`config.mk`:
```
export PLATFORM = sky130hd
export DESIGN_NAME = fetch_stage_flat
export DESIGN_NICKNAME = d
export VERILOG_FILES = /design/src/rtl/fetch_pkg.sv /design/src/rtl/fetch_if.sv /design/src/rtl/fetch_npc.sv /design/src/rtl/fetch_stage.sv /design/src/flat_wrapper.sv
export SDC_FILE = /design/constraint.sdc
export NUM_CORES = 1
export LEC_CHECK = 0
export CAP_MARGIN = 30
export CORE_UTILIZATION = 55
export CTS_CLUSTER_SIZE = 8
export DETAILED_ROUTE_END_ITERATION = 7
export DONT_BUFFER_PORTS = 1
export GPL_TIMING_DRIVEN = 1
export PLACE_DENSITY_LB_ADDON = 0.25
export REMOVE_ABC_BUFFERS = 1
export SETUP_SLACK_MARGIN = 0.2
export SYNTH_ARGS = -nofsm -noshare
export SYNTH_HDL_FRONTEND = slang
export SYNTH_SLANG_ARGS = --single-unit
```
`constraint.sdc`:
```
create_clock -name clk -period 5.5 [get_ports clk]
set_input_delay 0.55 -clock clk [delete_from_list [all_inputs] [get_ports clk]]
set_output_delay 0.55 -clock clk [all_outputs]
set_load 0.005 [all_outputs]
```
`src/rtl/fetch_pkg.sv`:
```
// rtl/fetch_pkg.sv - shared constants and state encoding for the fetch stage
package fetch_pkg;

    localparam logic [31:0] RESET_PC = 32'hbfc00000;
    localparam logic [31:0] EXC_VEC  = 32'hbfc00380;
    localparam logic [31:0] PC_INC   = 32'd4;

    typedef enum logic [1:0] {
        FS_REQ    = 2'd0,
        FS_WAIT   = 2'd1,
        FS_VALID  = 2'd2,
        FS_CANCEL = 2'd3
    } fetch_state_e;

endpackage

```
`src/rtl/fetch_if.sv`:
```
// rtl/fetch_if.sv - instruction SRAM request/response handshake
interface fetch_if;

    logic        inst_sram_req;
    logic [31:0] inst_sram_addr;
    logic        inst_sram_addr_ok;
    logic        inst_sram_data_ok;
    logic [31:0] inst_sram_rdata;

    modport master (
        output inst_sram_req,
        output inst_sram_addr,
        input  inst_sram_addr_ok,
        input  inst_sram_data_ok,
        input  inst_sram_rdata
    );

    modport slave (
        input  inst_sram_req,
        input  inst_sram_addr,
        output inst_sram_addr_ok,
        output inst_sram_data_ok,
        output inst_sram_rdata
    );

endinterface

```
`src/rtl/fetch_npc.sv`:
```
// rtl/fetch_npc.sv - combinational next-PC selection from exception and branch inputs
module fetch_npc
    import fetch_pkg::*;
#(
    parameter logic [31:0] EXC_ADDR = EXC_VEC
) (
    input  logic        excp,
    input  logic        br_en,
    input  logic        br_taken,
    input  logic        br_is_br,
    input  logic        br_is_j,
    input  logic        br_is_jr,
    input  logic [15:0] br_offset,
    input  logic [25:0] br_index,
    input  logic [31:0] br_target,
    input  logic [31:0] fe_pc,
    output logic [31:0] nextpc
);

    logic [31:0] seq_pc;
    logic [31:0] br_pc;
    logic [31:0] j_pc;
    logic        taken;

    // fe_pc is the delay-slot PC, so all targets are relative to it
    assign seq_pc = fe_pc + PC_INC;
    assign br_pc  = fe_pc + {{14{br_offset[15]}}, br_offset, 2'b00};
    assign j_pc   = {fe_pc[31:28], br_index, 2'b00};
    assign taken  = br_en && br_taken;

    always_comb begin
        nextpc = seq_pc;
        if (excp) begin
            nextpc = EXC_ADDR;
        end else if (taken && br_is_jr) begin
            nextpc = br_target;
        end else if (taken && br_is_j) begin
            nextpc = j_pc;
        end else if (taken && br_is_br) begin
            nextpc = br_pc;
        end
    end

endmodule

```
`src/rtl/fetch_stage.sv`:
```
// rtl/fetch_stage.sv - PC owner issuing one SRAM fetch at a time and holding the word for decode
module fetch_stage
    import fetch_pkg::*;
#(
    parameter logic [31:0] RESET_PC = fetch_pkg::RESET_PC,
    parameter logic [31:0] EXC_VEC  = fetch_pkg::EXC_VEC
) (
    input  logic          clk,
    input  logic          resetn,
    input  logic          excp,
    input  logic          stall,
    input  logic          de_br_taken,
    input  logic          de_br_is_br,
    input  logic          de_br_is_j,
    input  logic          de_br_is_jr,
    input  logic [15:0]   de_br_offset,
    input  logic [25:0]   de_br_index,
    input  logic [31:0]   de_br_target,
    fetch_if.master       sram,
    output logic [31:0]   nextpc,
    output logic [31:0]   fe_pc,
    output logic [31:0]   fe_inst,
    output logic          fe_valid,
    output logic          fe_adel,
    output logic [31:0]   fe_badvaddr
);

    fetch_state_e state_q, state_d;
    logic [31:0]  pc_q, pc_d;
    logic [31:0]  fe_inst_q, fe_inst_d;
    logic [31:0]  fe_badvaddr_q, fe_badvaddr_d;
    logic         fe_valid_q, fe_valid_d;
    logic         fe_adel_q, fe_adel_d;
    logic         misaligned;
    logic         handoff;
    logic         req;

    assign misaligned = (pc_q[1:0] != 2'b00);
    assign handoff    = (state_q == FS_VALID) && !stall;
    assign req        = resetn && (state_q == FS_REQ) && !misaligned;

    assign sram.inst_sram_req  = req;
    assign sram.inst_sram_addr = pc_q;

    assign fe_pc       = pc_q;
    assign fe_inst     = fe_inst_q;
    assign fe_valid    = fe_valid_q;
    assign fe_adel     = fe_adel_q;
    assign fe_badvaddr = fe_badvaddr_q;

    fetch_npc #(.EXC_ADDR(EXC_VEC)) u_npc (
        .excp      (excp),
        .br_en     (handoff),
        .br_taken  (de_br_taken),
        .br_is_br  (de_br_is_br),
        .br_is_j   (de_br_is_j),
        .br_is_jr  (de_br_is_jr),
        .br_offset (de_br_offset),
        .br_index  (de_br_index),
        .br_target (de_br_target),
        .fe_pc     (pc_q),
        .nextpc    (nextpc)
    );

    always_comb begin
        state_d       = state_q;
        pc_d          = pc_q;
        fe_inst_d     = fe_inst_q;
        fe_badvaddr_d = fe_badvaddr_q;
        fe_valid_d    = fe_valid_q;
        fe_adel_d     = fe_adel_q;
        case (state_q)
            FS_REQ: begin
                // a misaligned PC never reaches the SRAM; it becomes an error slot
                if (misaligned) begin
                    fe_inst_d     = 32'h0;
                    fe_adel_d     = 1'b1;
                    fe_badvaddr_d = pc_q;
                    fe_valid_d    = 1'b1;
                    state_d       = FS_VALID;
                end else if (sram.inst_sram_addr_ok) begin
                    state_d = FS_WAIT;
                end
            end
            FS_WAIT: begin
                if (sram.inst_sram_data_ok) begin
                    fe_inst_d  = sram.inst_sram_rdata;
                    fe_adel_d  = 1'b0;
                    fe_valid_d = 1'b1;
                    state_d    = FS_VALID;
                end
            end
            FS_VALID: begin
                if (!stall) begin
                    pc_d       = nextpc;
                    fe_valid_d = 1'b0;
                    state_d    = FS_REQ;
                end
            end
            FS_CANCEL: begin
                if (sram.inst_sram_data_ok) begin
                    state_d = FS_REQ;
                end
            end
            default: state_d = FS_REQ;
        endcase

        // an exception must still drain any request the SRAM has accepted
        if (excp) begin
            pc_d       = EXC_VEC;
            fe_valid_d = 1'b0;
            fe_adel_d  = 1'b0;
            case (state_q)
                FS_WAIT:   state_d = sram.inst_sram_data_ok ? FS_REQ : FS_CANCEL;
                FS_CANCEL: state_d = sram.inst_sram_data_ok ? FS_REQ : FS_CANCEL;
                FS_REQ:    state_d = (req && sram.inst_sram_addr_ok) ? FS_CANCEL : FS_REQ;
                default:   state_d = FS_REQ;
            endcase
        end
    end

    always_ff @(posedge clk) begin
        if (!resetn) begin
            state_q       <= FS_REQ;
            pc_q          <= RESET_PC;
            fe_inst_q     <= 32'h0;
            fe_badvaddr_q <= 32'h0;
            fe_valid_q    <= 1'b0;
            fe_adel_q     <= 1'b0;
        end else begin
            state_q       <= state_d;
            pc_q          <= pc_d;
            fe_inst_q     <= fe_inst_d;
            fe_badvaddr_q <= fe_badvaddr_d;
            fe_valid_q    <= fe_valid_d;
            fe_adel_q     <= fe_adel_d;
        end
    end

endmodule

```
`src/flat_wrapper.sv`:
```
// flat-port wrapper written by rule: the top's interface ports become plain ports
module fetch_stage_flat import fetch_pkg::*;
#(
    parameter logic [31:0] RESET_PC = fetch_pkg::RESET_PC,
    parameter logic [31:0] EXC_VEC  = fetch_pkg::EXC_VEC
)
  (clk, resetn, excp, stall, de_br_taken, de_br_is_br, de_br_is_j, de_br_is_jr, de_br_offset, de_br_index, de_br_target, nextpc, fe_pc, fe_inst, fe_valid, fe_adel, fe_badvaddr, sram_inst_sram_req, sram_inst_sram_addr, sram_inst_sram_addr_ok, sram_inst_sram_data_ok, sram_inst_sram_rdata);
  fetch_if sram_i ();
  input  logic clk;
  input  logic resetn;
  input  logic excp;
  input  logic stall;
  input  logic de_br_taken;
  input  logic de_br_is_br;
  input  logic de_br_is_j;
  input  logic de_br_is_jr;
  input  logic [15:0] de_br_offset;
  input  logic [25:0] de_br_index;
  input  logic [31:0] de_br_target;
  output logic [31:0] nextpc;
  output logic [31:0] fe_pc;
  output logic [31:0] fe_inst;
  output logic fe_valid;
  output logic fe_adel;
  output logic [31:0] fe_badvaddr;
  output wire logic [$bits(sram_i.inst_sram_req)-1:0] sram_inst_sram_req;
  output wire logic [$bits(sram_i.inst_sram_addr)-1:0] sram_inst_sram_addr;
  input wire logic [$bits(sram_i.inst_sram_addr_ok)-1:0] sram_inst_sram_addr_ok;
  input wire logic [$bits(sram_i.inst_sram_data_ok)-1:0] sram_inst_sram_data_ok;
  input wire logic [$bits(sram_i.inst_sram_rdata)-1:0] sram_inst_sram_rdata;
  assign sram_inst_sram_req = sram_i.inst_sram_req;
  assign sram_inst_sram_addr = sram_i.inst_sram_addr;
  assign sram_i.inst_sram_addr_ok = sram_inst_sram_addr_ok;
  assign sram_i.inst_sram_data_ok = sram_inst_sram_data_ok;
  assign sram_i.inst_sram_rdata = sram_inst_sram_rdata;
  fetch_stage #(.RESET_PC(RESET_PC), .EXC_VEC(EXC_VEC)) u_core (.clk(clk), .resetn(resetn), .excp(excp), .stall(stall), .de_br_taken(de_br_taken), .de_br_is_br(de_br_is_br), .de_br_is_j(de_br_is_j), .de_br_is_jr(de_br_is_jr), .de_br_offset(de_br_offset), .de_br_index(de_br_index), .de_br_target(de_br_target), .sram(sram_i), .nextpc(nextpc), .fe_pc(fe_pc), .fe_inst(fe_inst), .fe_valid(fe_valid), .fe_adel(fe_adel), .fe_badvaddr(fe_badvaddr));
endmodule
```
==> results.toml <==
[drt]
wirelength_um = 20100
drc = 0
wl_met1_um = 7800
wl_met2_um = 9920
drtPass1Iterations = 5
met3_length_um = 1830
dr.max_layer_used = "met4"
viasPerCell = 6.65
drtIter0Drc = 436
antenna_left = 0
wl_per_cell_um = 22.3
vias = 6003

[sta]
hold_viol = 0
tns_ns = 0
max_freq_ghz = 0.201
worst_slew_pin_slew_ns = 0.959
grt_setup_unrepaired = "false"
period_minus_slack_ns = 4.98
setup_viol = 0
finalMaxSlewViolations = 0
finClkSkew_ns = 0.0142
min_period_over_period = 0.905
max_slew_margin = 0.358

[synth]
ys.flop_type = "dfxtp_1"
synth_edf_count = 0
yosysWarnings = 0
synth-compound-area-share = 0.251
syn-cell-area_sq_mm = 0.00617
synthAdderAreaFrac = 0.0337
syn_avg_cell_area_sq_um = 7.42
synth.most_common_cell = "nand2_1"
yosysSeqAreaShare = 0.324
synthArstFlopShare = 0
yosys-top-cells-area = "dfxtp_1, nand2_1, a21oi_1, nor2_1, a22oi_1"
synth-seq-cells = 100
syn_inst = 832
synth_mux_area_frac = 0.00973
yosys.area_share.simple = 0.259
synth.distinct_cells = 73
synth_common_cells = "nand2_1, dfxtp_1, a21oi_1, nor2_1, clkbuf_1"
synth_top_family_by_area = "simple AND/OR/NAND/NOR gates"
synth_top_area_cell = "dfxtp_1"
yosysTopAreaCellShare = 0.324
synthXorXnorAreaFrac = 0.0369

[setup_path]
start_kind = "flip-flop"
cp-end-kind = "output port"
crit_required_ns = 4.95
worstPathMaxFanout = 9
max_stage_delay_ns = 0.55
crit_type = "reg -> out"
crit_arrival_ns = 4.43
reg2reg_slack_ns = 1.38
crit_chain = "nor2b_1 -> nor2b_2 -> and3_1 -> and2_1 -> ha_1 -> a21o_1 -> a31o_2 -> o211ai_1 -> a41oi_2 -> or4_1 -> a21oi_2 -> xnor2_1 -> a21oi_1 -> or2_1"
slowest_stage = "or4_1"

[clock_tree]
cts_sinks = 100
hold_buffers = 0
cts_buffer_depth = 2
cts_made_buffers = 9
post_cts_buffers = 0
cts_resized = 0
cts_tree = "yes"
cts_root_buf = "clkbuf_8"
insertion_delay_ns = 0.39
cts.htree.levels = 3
clkTransAtPathRegs_ns = 0.11

[floorplan]
coreArea_sq_mm = 0.0109
dieArea_sq_mm = 0.0116
num_rows = 38
die_h_um = 108
ios = 279
die_w_um = 108
start_util = 0.567

[pwr]
vdd.ir_drop.worst_v = 0.000174
total_power_w = 0.00135
power_density_mw_per_mm2 = 218
p_leak_nw = 2.20

[finish]
syn2layout_area_growth_pct = 0.203
drive_gt1_frac = 0.0721
num_antenna_cells = 0
num-nets-final = 890
nFillCells = 1041

[global_route]
grt_overflow_total = 0
grt_pass1_wl_um = 30300
grt_usage = 0.340
grt_max_degree = 46
antenna_found_initial = 0
grt_pass1_vias = 5792

[worst_hold_path]
worstHoldPathType = "in -> reg"

[placed_design]
portBuffers = 0
place.gp.congestion = 0.925
dp_hpwl_um = 14400

[outcome]
status = "completed"

[job]
drv.max_cap_violation_count = 0
worst paths after layout:
path	from	end	cells past startpoint
max	u_core.state_q[1]$_SDFFE_PN0P_	nextpc[29]	14
min reg2reg	u_core.fe_badvaddr[31]$_SDFFE_PN0P_	u_core.fe_badvaddr[31]$_SDFFE_PN0P_	2
max reg2reg	u_core.state_q[1]$_SDFFE_PN0P_	u_core.fe_pc[22]$_SDFFE_PP1N_	15
min	excp	u_core.state_q[1]$_SDFFE_PN0P_	1
layer usage:
| metal | global-route usage | vias up |
|---|---|---|
| li1 | - | 2761 |
| met1 | 0.392 | 2864 |
| met2 | 0.599 | 327 |
| met3 | 0.0835 | 51 |
| met4 | 0.140 | 0 |
| met5 | 0 | - |
cell usage in the layout, fill, tap and decap left out, drive strengths merged, types with 10 or more instances in the layout:
cell / instances
nand2: 134
dfxtp: 100
a21oi: 89
nor2: 89
a22oi: 35
o21ai: 34
nand3: 24
nor3: 18
and2: 16
xnor2: 15
ha: 15
and3: 14
o211ai: 13
buf: 12
inv: 12
xor2: 11
a211oi: 10
state kept, by name, summed over array words and instances (netlist names):
name,cells
u_core.fe_pc,32
u_core.state_q,2
u_core.fe_valid,1
u_core.fe_adel,1
u_core.fe_badvaddr,32
u_core.fe_inst,32
critical path, delay by kind of cell (launching register included):
kind / cells / cell delay, ns
and+or+nand+nor: 6 / 1.68
AOI/OAI and AO/OA: 6 / 1.43
DFF: 1 / 0.49
adders and majority gates: 1 / 0.28
xor gates and xnor gates: 1 / 0.15
cells by family (layout without fill, tap and decap cells):
| group | count (synthesis) | after routing |
|---|---|---|
| buf+inv | 105 | 36 |
| flops | 100 | 100 |
| xor+xnor | 26 | 26 |
| simple gates | 342 | 342 |
| fa+ha+maj | 16 | 16 |
| mux | 6 | 6 |
| compound gates | 237 | 237 |
per-stage QoR:
step                      worst slack [ns]   util  instance area (sq um)  hold WS [ns]  instances
after global routing                 0.207  0.568                   6180         0.247        903
final                                0.522  0.568                   6180         0.268        903
after detailed placement             0.893  0.550                   5990         0.465        887
after floorplan                      0.477      -                   5670         0.453        735
after CTS                            0.447  0.567                   6180         0.248        903
after global placement               0.951  0.547                   5950         0.459        885
layout make-up:
type	count	area (sq um)	share of cell area
Multi-Input combinational cell	627	3670	0.594
Sequential cell	100	2000	0.324
Tap cell	140	175	0.0283
Clock buffer	9	124	0.0200
Timing Repair Buffer	12	110	0.0178
Clock inverter	7	67.6	0.0109
Inverter	8	30.0	0.00486
power breakdown:
group	leakage [nW]	total, W	switching [W]	internal, W
registers	0.809	0.000756	0.0000190	0.000736
clock network	0.0993	0.000477	0.000300	0.000177
logic	1.30	0.000117	0.0000769	0.0000405
Note: power is estimated with default switching activity, not from simulation.
